[config.mk]
export PLATFORM = sky130hd
export DESIGN_NAME = fetch_stage_flat
export DESIGN_NICKNAME = d
export VERILOG_FILES = /design/src/rtl/fetch_pkg.sv /design/src/rtl/fetch_if.sv /design/src/rtl/fetch_hold_buffer.sv /design/src/rtl/fetch_stage.sv /design/src/flat_wrapper.sv
export SDC_FILE = /design/constraint.sdc
export NUM_CORES = 1
export LEC_CHECK = 0
export ABC_AREA = 1
export CAP_MARGIN = 20
export CORE_MARGIN = 2
export CORE_UTILIZATION = 41
export DETAILED_ROUTE_END_ITERATION = 7
export PLACE_DENSITY = 0.65
export SLEW_MARGIN = 5
export SYNTH_ARGS = -nofsm -noshare
export SYNTH_HDL_FRONTEND = slang
export SYNTH_SLANG_ARGS = --single-unit
export TNS_END_PERCENT = 100
[constraint.sdc]
create_clock -name clk -period 8.75 [get_ports clk]
set_input_delay 0.875 -clock clk [delete_from_list [all_inputs] [get_ports clk]]
set_output_delay 0.875 -clock clk [all_outputs]
set_load 0.1 [all_outputs]
[src/rtl/fetch_pkg.sv]
// Shared definitions for the instruction-fetch stage: FSM state encoding and the bubble opcode.
package fetch_pkg;

  typedef enum logic [1:0] {
    REQ   = 2'd0,
    HOLD  = 2'd1,
    DRAIN = 2'd2
  } fetch_state_t;

  // sll $0,$0,0 doubles as the bubble written into IF/ID
  localparam logic [31:0] NOP_INSTR = 32'h0000_0000;

endpackage

[src/rtl/fetch_if.sv]
// Instruction-memory request/response channel between the fetch stage (master) and memory (slave).
interface fetch_if #(
  parameter int PC_SIZE = 8
);

  logic               InstrReq;
  logic [PC_SIZE-1:0] InstrAddr;
  logic               InstrReady;
  logic [31:0]        InstrRdata;

  modport master (
    output InstrReq,
    output InstrAddr,
    input  InstrReady,
    input  InstrRdata
  );

  modport slave (
    input  InstrReq,
    input  InstrAddr,
    output InstrReady,
    output InstrRdata
  );

endinterface

[src/rtl/fetch_hold_buffer.sv]
// Single-entry holding register that captures an instruction returned while decode is stalled.
module fetch_hold_buffer
  import fetch_pkg::*;
#(
  parameter int PC_SIZE = 8
) (
  input  logic               clk,
  input  logic               rst,
  input  logic               load,
  input  logic               clear,
  input  logic [31:0]        instr_in,
  input  logic [PC_SIZE-1:0] pcplus1_in,
  output logic [31:0]        instr,
  output logic [PC_SIZE-1:0] pcplus1,
  output logic               valid
);

  always_ff @(posedge clk or posedge rst) begin
    if (rst) begin
      instr   <= NOP_INSTR;
      pcplus1 <= '0;
      valid   <= 1'b0;
    end else if (load) begin
      instr   <= instr_in;
      pcplus1 <= pcplus1_in;
      valid   <= 1'b1;
    end else if (clear) begin
      valid   <= 1'b0;
    end
  end

endmodule

[src/rtl/fetch_stage.sv]
// Instruction-fetch stage: owns the PC, runs the memory handshake and drives the IF/ID register.
// Optional performance counters are enabled by defining FETCH_PERF_CNT_EN.
module fetch_stage
  import fetch_pkg::*;
#(
  parameter int                 PC_SIZE  = 8,
  parameter logic [PC_SIZE-1:0] RESET_PC = '0
) (
  input  logic               clk,
  input  logic               rst,
  input  logic               StallD,
  input  logic               PCSrcD,
  input  logic [PC_SIZE-1:0] PCBranchD,
  fetch_if.master            mem,
  output logic [31:0]        InstrD,
  output logic [PC_SIZE-1:0] PCPlus1D,
  output logic               ValidD
`ifdef FETCH_PERF_CNT_EN
  ,
  output logic [31:0]        BubbleCnt,
  output logic [31:0]        RedirectCnt
`endif
);

  fetch_state_t       state, state_next;
  logic [PC_SIZE-1:0] pcf, pc_next, pcplus1f;
  logic [PC_SIZE-1:0] addr_q, addr_next;
  logic               redirect, bubble;
  logic               id_we, id_valid;
  logic [31:0]        id_instr;
  logic [PC_SIZE-1:0] id_pcplus1;
  logic               hb_load, hb_clear, hb_valid;
  logic [31:0]        hb_instr;
  logic [PC_SIZE-1:0] hb_pcplus1;

  assign pcplus1f      = pcf + PC_SIZE'(1);
  assign redirect      = PCSrcD && !StallD;
  assign mem.InstrReq  = !rst && (state != HOLD);
  assign mem.InstrAddr = addr_q;

  fetch_hold_buffer #(.PC_SIZE(PC_SIZE)) u_hold (
    .clk        (clk),
    .rst        (rst),
    .load       (hb_load),
    .clear      (hb_clear),
    .instr_in   (mem.InstrRdata),
    .pcplus1_in (pcplus1f),
    .instr      (hb_instr),
    .pcplus1    (hb_pcplus1),
    .valid      (hb_valid)
  );

  always_ff @(posedge clk or posedge rst) begin
    if (rst) state <= REQ;
    else     state <= state_next;
  end

  always_comb begin
    state_next = state;
    pc_next    = pcf;
    bubble     = 1'b0;
    id_we      = 1'b0;
    id_instr   = NOP_INSTR;
    id_pcplus1 = PCPlus1D;
    id_valid   = 1'b0;
    hb_load    = 1'b0;
    hb_clear   = 1'b0;
    case (state)
      REQ: begin
        if (redirect) begin
          bubble  = 1'b1;
          pc_next = PCBranchD;
          if (!mem.InstrReady) state_next = DRAIN;
        end else if (mem.InstrReady && StallD) begin
          hb_load    = 1'b1;
          pc_next    = pcplus1f;
          state_next = HOLD;
        end else if (mem.InstrReady) begin
          id_we      = 1'b1;
          id_instr   = mem.InstrRdata;
          id_pcplus1 = pcplus1f;
          id_valid   = 1'b1;
          pc_next    = pcplus1f;
        end else if (!StallD) begin
          bubble = 1'b1;
        end
      end
      HOLD: begin
        if (redirect) begin
          hb_clear   = 1'b1;
          bubble     = 1'b1;
          pc_next    = PCBranchD;
          state_next = REQ;
        end else if (!StallD) begin
          hb_clear   = 1'b1;
          id_we      = 1'b1;
          id_instr   = hb_instr;
          id_pcplus1 = hb_pcplus1;
          id_valid   = hb_valid;
          state_next = REQ;
        end
      end
      DRAIN: begin
        // The stale response must still complete, so only PCF follows redirects here
        if (redirect) pc_next = PCBranchD;
        if (!StallD) bubble = 1'b1;
        if (mem.InstrReady) state_next = REQ;
      end
      default: state_next = REQ;
    endcase
    if (bubble) id_we = 1'b1;
    addr_next = (state_next == DRAIN) ? addr_q : pc_next;
  end

  always_ff @(posedge clk or posedge rst) begin
    if (rst) begin
      pcf      <= RESET_PC;
      addr_q   <= RESET_PC;
      InstrD   <= NOP_INSTR;
      PCPlus1D <= '0;
      ValidD   <= 1'b0;
    end else begin
      pcf    <= pc_next;
      addr_q <= addr_next;
      if (id_we) begin
        InstrD   <= id_instr;
        PCPlus1D <= id_pcplus1;
        ValidD   <= id_valid;
      end
    end
  end

`ifdef FETCH_PERF_CNT_EN
  always_ff @(posedge clk or posedge rst) begin
    if (rst) begin
      BubbleCnt   <= '0;
      RedirectCnt <= '0;
    end else begin
      if (bubble && (BubbleCnt != 32'hFFFF_FFFF))     BubbleCnt   <= BubbleCnt + 32'd1;
      if (redirect && (RedirectCnt != 32'hFFFF_FFFF)) RedirectCnt <= RedirectCnt + 32'd1;
    end
  end
`endif

endmodule

[src/flat_wrapper.sv]
// flat-port wrapper written by rule: the top's interface ports become plain ports
module fetch_stage_flat import fetch_pkg::*;
#(
  parameter int                 PC_SIZE  = 8,
  parameter logic [PC_SIZE-1:0] RESET_PC = '0
)
  (clk, rst, StallD, PCSrcD, PCBranchD, InstrD, PCPlus1D, ValidD, mem_InstrReq, mem_InstrAddr, mem_InstrReady, mem_InstrRdata);
  fetch_if #(.PC_SIZE(PC_SIZE)) mem_i ();
  input  logic clk;
  input  logic rst;
  input  logic StallD;
  input  logic PCSrcD;
  input  logic [PC_SIZE-1:0] PCBranchD;
  output logic [31:0] InstrD;
  output logic [PC_SIZE-1:0] PCPlus1D;
  output logic ValidD;
  output wire logic [$bits(mem_i.InstrReq)-1:0] mem_InstrReq;
  output wire logic [$bits(mem_i.InstrAddr)-1:0] mem_InstrAddr;
  input wire logic [$bits(mem_i.InstrReady)-1:0] mem_InstrReady;
  input wire logic [$bits(mem_i.InstrRdata)-1:0] mem_InstrRdata;
  assign mem_InstrReq = mem_i.InstrReq;
  assign mem_InstrAddr = mem_i.InstrAddr;
  assign mem_i.InstrReady = mem_InstrReady;
  assign mem_i.InstrRdata = mem_InstrRdata;
  fetch_stage #(.PC_SIZE(PC_SIZE), .RESET_PC(RESET_PC)) u_core (.clk(clk), .rst(rst), .StallD(StallD), .PCSrcD(PCSrcD), .PCBranchD(PCBranchD), .mem(mem_i), .InstrD(InstrD), .PCPlus1D(PCPlus1D), .ValidD(ValidD));
endmodule
==> results.json, run 1 <==
{
  "grt_pass1_wl_um": 19000,
  "cpPeakStageDelay_ps": 1140,
  "clock_skew_ps": 8.205,
  "die_w_um": 114.7,
  "wire_per_inst_um": 13.76,
  "hold_buffers": 0,
  "route.detailed.drc": 0,
  "mostFrequentLayoutCell": "nand2_1",
  "numPortBuffers": 94,
  "viasPerCell": 4.892,
  "slew_headroom": 0.3459,
  "syn_nets": 647,
  "drv_slew": 0,
  "critical_path.top_delay_family": "buffers and inverters",
  "post_cts_buffers": 0,
  "critical_path_peak_fanout": 2,
  "coreArea_mm2": 0.01201,
  "dr.pass1.iters": 5,
  "use_met1": 0.2452,
  "critPathCaptureType": "output port",
  "cts_buffers": 9,
  "antenna_found_initial": 0,
  "syn_area_per_cell_um2": 8.419,
  "start_util": 0.4184,
  "fin_tns_setup_ps": 0,
  "ys_seq_elements": 100,
  "yosysSeqAreaShare": 0.4979,
  "total_power_mw": 2.642,
  "rsz0062_at_grt": "no",
  "yosys.area_share.adder": 0.01245,
  "synth_xor_area_frac": 0.001743,
  "drive_above_1_share": 0.1142,
  "syn_to_final_growth_pct": 26.29,
  "tightest_slew_ps": 978.1,
  "yosys_warnings": 0,
  "grt.total_usage": 0.1822,
  "grt.met2_usage": 0.2982,
  "detail-route-antenna-nets": 0,
  "routed_wl_um": 11420,
  "die_h_um": 114.7,
  "min_period_ps": 3459,
  "muxShareOfSynthArea": 0,
  "ios": 95,
  "required_ps": 7880,
  "register_area_mm2": 0.002502,
  "synthSimpleGateAreaFrac": 0.2049,
  "syn_area_mm2": 0.005026,
  "htreeDepth": 3,
  "start_kind": "primary input",
  "synth_compound_area_frac": 0.1780,
  "multi_input_area_mm2": 0.001996,
  "drtIter0Drc": 206,
  "clkTransAtPathRegs_ps": 70,
  "hold_viol_final": 0,
  "power_density_mw_per_mm2": 416.2,
  "dpl.hpwl_um": 7916,
  "grt_overflow_total": 0,
  "synth_top_family_by_area": "simple AND/OR/NAND/NOR gates",
  "yosysUniqueCellTypes": 34,
  "mostFrequentLayoutCells": "nand2_1, dfrtp_1, clkdlybuf4s50_1",
  "crit_buf_inv": 2,
  "worst_path_most_repeated_cell": "clkdlybuf4s50_1",
  "drv_cap": 0,
  "status": "completed",
  "clock_sinks": 100,
  "fmax_mhz": 289.1,
  "die_area_mm2": 0.01316,
  "fin_crit_sh": 0.3954,
  "cp.arrival_ps": 2580,
  "place_congestion": 0.9121,
  "cts_resized": 0,
  "grt_pass1_vias": 3969,
  "p_leak_nw": 3.037,
  "final_core_util": 0.5284,
  "synth_cells": 597,
  "grtUsageMet3": 0.03335,
  "num_vias": 4060,
  "cts_root_buffer": "clkbuf_16",
  "grt_start_max_net_pins": 70,
  "cts_tree": "yes",
  "netlist.area_leader.share": 0.4979,
  "core.rowCount": 40,
  "clockBufferDepth": 2,
  "yosys-top-cells-area": "dfrtp_1, nand2_1, o21ai_0",
  "hp-class": "reg2reg",
  "critPathSlowestCell": "clkdlybuf4s50_1",
  "final_nets": 728,
  "yosysTopAreaCell": "dfrtp_1",
  "clock_latency_ps": 350,
  "top_usage_layer": "met2",
  "setup_viol": 0,
  "cp_cell_sequence": "clkdlybuf4s50_1 -> nor2_1 -> clkdlybuf4s50_1",
  "path_class": "in2out",
  "fillers": 1137,
  "antenna_cells": 0,
  "irDropWorstVdd_mv": 0.2468
}
[power breakdown]
| group | total [mW] | internal (mW) | switching (mW) |
|---|---|---|---|
| combinational | 1.44 | 0.364 | 1.08 |
| clock | 0.419 | 0.230 | 0.189 |
| sequential | 0.780 | 0.663 | 0.116 |
| total | 2.64 | 1.26 | 1.38 |
[worst min-delay path: cells and delay by family (launching register included)]
family	cells	cell delay [ps]
flops	1	350
simple gates	2	100
[cell families (layout without fill, tap and decap cells)]
| family | after synthesis | after routing |
|---|---|---|
| DFF | 100 | 100 |
| AOI/OAI and AO/OA | 133 | 133 |
| adders and majority gates | 5 | 5 |
| and+or+nand+nor | 235 | 235 |
| xor gates and xnor gates | 1 | 1 |
| buffers and inverters | 123 | 209 |
[path summary, 6_finish.rpt]
kind,start,end,slack (ps),depth (start not counted)
worst max-delay path,rst,mem_InstrReq,5290,3
worst min-delay path,u_core.mem.InstrAddr[0],u_core.mem.InstrAddr[0],490,2
worst max register to register,u_core.state[1],u_core.InstrD[30],5950,8
worst min register to register,u_core.mem.InstrAddr[0],u_core.mem.InstrAddr[0],490,2
max in group asynchronous,rst,u_core.pcf[6],6640,3
min in group asynchronous,rst,u_core.InstrD[1],890,2
[synth_stat cells]
cell type / number
nand2_1: 155
dfrtp_1: 100
inv_1: 89
o21ai_0: 87
nand3_1: 53
o21bai_2: 30
buf_2: 16
nor2_1: 7
buf_6: 5
ha_1: 5
inv_2: 5
nand2_2: 5
or2_2: 4
a21oi_1: 3
clkbuf_1: 3
nor2_4: 3
o211ai_1: 3
o21ai_1: 3
buf_1: 2
nand3_2: 2
nand4_1: 2
o21ai_2: 2
o21bai_1: 2
a21oi_4: 1
a22oi_2: 1
and2_1: 1
clkbuf_2: 1
clkinv_4: 1
inv_4: 1
nand2_4: 1
nor2_2: 1
nor3_2: 1
o21a_1: 1
xnor2_1: 1
[state kept, by name, indices dropped and copies added, names as in the netlist]
signal	flops
u_core.PCPlus1D	8
u_core.mem.InstrAddr	8
u_core.u_hold.valid	1
u_core.state	2
u_core.u_hold.instr	32
u_core.pcf	8
u_core.ValidD	1
u_core.InstrD	32
u_core.u_hold.pcplus1	8
[final cells by class]
cell class              instances  area share
clock buffers                   9     0.03548
flip-flops and latches        100      0.3942
multi-input cells             374      0.3144
well taps                     147     0.02898
repair buffers                 97      0.1538
clock inverters                 7     0.01478
inverters                      96     0.05835
[per-layer routing]
metal	vias to the layer above	wire length, um
met5	-	0
met4	0	211
met3	15	545
met2	92	5346
met1	1899	5319
li1	2054	-
[through the flow]
step                      cells  hold slack, ps  cell area, um2  setup slack (ps)
after CTS                   829           491.1            6327              5161
after detailed placement    813           468.0            6008              4784
after global routing        830           513.2            6347              5212
after floorplan             597           449.5            5026              5256
after global placement      813           464.5            6008              4888
final                       830           485.3            6347              5291
Power figures use the tool's default switching activity.
==> run 2: changes to the inputs <==
--- a/config.mk
+++ b/config.mk
@@ -10,7 +10,7 @@
 export CORE_MARGIN = 2
 export CORE_UTILIZATION = 41
 export DETAILED_ROUTE_END_ITERATION = 7
-export PLACE_DENSITY = 0.65
+export PLACE_DENSITY = 0.68
 export SLEW_MARGIN = 5
 export SYNTH_ARGS = -nofsm -noshare
 export SYNTH_HDL_FRONTEND = slang
==> constraint.sdc (replaced) <==
create_clock -name clk -period 2.95 [get_ports clk]
set_input_delay 0.295 -clock clk [delete_from_list [all_inputs] [get_ports clk]]
set_output_delay 0.295 -clock clk [all_outputs]
set_load 0.1 [all_outputs]
==> run 2 against run 1 <==
Effect of this change: via count increased by 0.39%; global-route usage increased by 0.22 points; worst hold slack got worse by 75 ps; setup slack got worse by 4600 ps; die area unchanged; sequential cell count unchanged; count of clock-buffer cells in the layout increased by 4; combinational power increased to 2.9 times the previous value; core utilization decreased by 0.85 points; sequential share of layout area increased by 0.65 points; clock skew increased by 0.50 ps; critical path depth increased by 5.
==> results.json, run 2 (synthesis gave the netlist of run 1 again) <==
{
  "status": "completed",
  "comb_power_share": 0.542,
  "mostFrequentLayoutCell": "nand2_1",
  "mostFrequentLayoutCells": "nand2_1, dfrtp_1, inv_1",
  "post_cts_buffers": 0,
  "r2r_end": "u_core.InstrD[23]",
  "fin_area_mm2": 0.006245,
  "drtIter0Drc": 247,
  "p_leak_nw": 3.137,
  "htreeDepth": 3,
  "cts_resized": 0,
  "start_util": 0.4184,
  "top_regs": "u_core.InstrD: 32 flops, u_core.u_hold.instr: 32 flops",
  "die_w_um": 114.7,
  "cts_tree": "yes",
  "place_area_mm2": 0.005941,
  "wire_per_inst_um": 13.91,
  "dpl_worst_slack_ps": 572.4,
  "min_period_ps": 2214,
  "hold_viol_final": 0,
  "ios": 95,
  "clock_skew_ps": 8.706,
  "grt_pass1_wl_um": 19150,
  "fin_tns_setup_ps": 0,
  "route.detailed.drc": 0,
  "grt_start_max_net_pins": 57,
  "fillers": 1139,
  "start_kind": "register",
  "timing.rr.start": "u_core.state[0]",
  "num_vias": 4076,
  "hp-class": "in2async",
  "antenna_cells": 0,
  "irDropWorstVdd_mv": 0.9427,
  "clock_latency_ps": 340,
  "hold_buffers": 0,
  "clkTransAtPathRegs_ps": 70,
  "setup_viol": 0,
  "clkPwrFrac": 0.158,
  "routed_wl_um": 11620,
  "syn_to_final_growth_pct": 24.25,
  "r2r_cells": 8,
  "dpl.hpwl_um": 8074,
  "required_ps": 3170,
  "switchingPower_mw": 4.081,
  "antenna_found_initial": 0,
  "cts_root_buffer": "clkbuf_16",
  "fmax_mhz": 451.7,
  "viasPerCell": 4.881,
  "coreArea_mm2": 0.01201,
  "die_h_um": 114.7,
  "drv_slew": 0,
  "cts_buffers": 9,
  "critPathCaptureType": "register",
  "clock_sinks": 100,
  "grt.total_usage": 0.1845,
  "die_area_mm2": 0.01316,
  "final_nets": 733,
  "clockBufferDepth": 2,
  "core.rowCount": 40,
  "drive_above_1_share": 0.1904,
  "fin_crit_sh": 0.7504,
  "grt_pass1_vias": 3959,
  "power_density_mw_per_mm2": 1240,
  "tightest_slew_ps": 636.3,
  "path_class": "reg2reg",
  "rrSetupSlack_ps": 740,
  "grt_overflow_total": 0,
  "drv_cap": 0,
  "intPower_mw": 3.661,
  "place_congestion": 0.8695,
  "crit_path_end": "u_core.InstrD[23]",
  "rsz0062_at_grt": "no",
  "slew_headroom": 0.5752,
  "p_seq_frac": 0.300,
  "numPortBuffers": 94,
  "swShare": 0.5271,
  "cp.arrival_ps": 2430,
  "setup_slack_ps": 736.3,
  "critical_path_peak_fanout": 26,
  "dr.pass1.iters": 5,
  "cp-startpoint": "u_core.state[0]",
  "detail-route-antenna-nets": 0
}
[run 2: how the worst min path moves through the flow]
stage                            start                 endpoint  slack [ps]  depth (start not counted)
2_1_floorplan       mem_InstrRdata[10]  u_core.u_hold.instr[10]         420                          2
4_1_cts                            rst       u_core.PCPlus1D[0]         430                          2
6_report                           rst       u_core.PCPlus1D[3]         410                          2
3_5_place_dp   u_core.mem.InstrAddr[5]  u_core.mem.InstrAddr[5]         470                          2
5_1_grt                            rst       u_core.PCPlus1D[1]         470                          2
3_3_place_gp   u_core.mem.InstrAddr[7]  u_core.mem.InstrAddr[7]         470                          2
[run 2: worst max-delay path, cell delays in order, from the launching register on]
cell and delay [ps]:
dfrtp_1 430, inv_1 130, ha_1 390, nand2_1 140, a21oi_1 190, o21ai_2 90, nand3_2 180, buf_4 420
o21bai_2 90
[run 2: stage by stage]
stage | total power, mW | instances | hold slack, ps | utilization
after CTS | 7.801 | 835 | 433.1 | 0.5199
after global placement | 6.488 | 819 | 466.4 | 0.4946
after detailed placement | 6.554 | 819 | 466.6 | 0.4946
after global routing | 8.210 | 835 | 473.0 | 0.5199
after floorplan | 5.617 | 597 | 416.0 | -
final | 7.742 | 835 | 410.6 | 0.5199
[run 2: routing by layer]
layer	routed length (um)	vias up	global-route usage
met5	0	-	0
met3	578	14	0.03706
met1	5289	1887	0.2414
met2	5558	116	0.3108
li1	-	2059	-
met4	192	0	0.05703
[run 2: final cells by class]
class	count	area [um2]	share of cell area
Timing Repair Buffer	102	888.4	0.1423
Clock buffer	13	260.3	0.04168
Tap cell	147	183.9	0.02945
Multi-Input combinational cell	374	1996	0.3196
Inverter	96	370.4	0.05931
Clock inverter	3	43.79	0.007013
Sequential cell	100	2502	0.4007
[run 2: power by group through the flow]
stage	Sequential [mW]	Clock [mW]	Combinational, mW
CTS	2.32	1.25	4.23
global route	2.40	1.31	4.50
global placement	2.32	0	4.16
finish	2.32	1.22	4.20
floorplan	4.18	0	1.44
detailed placement	2.34	0	4.22
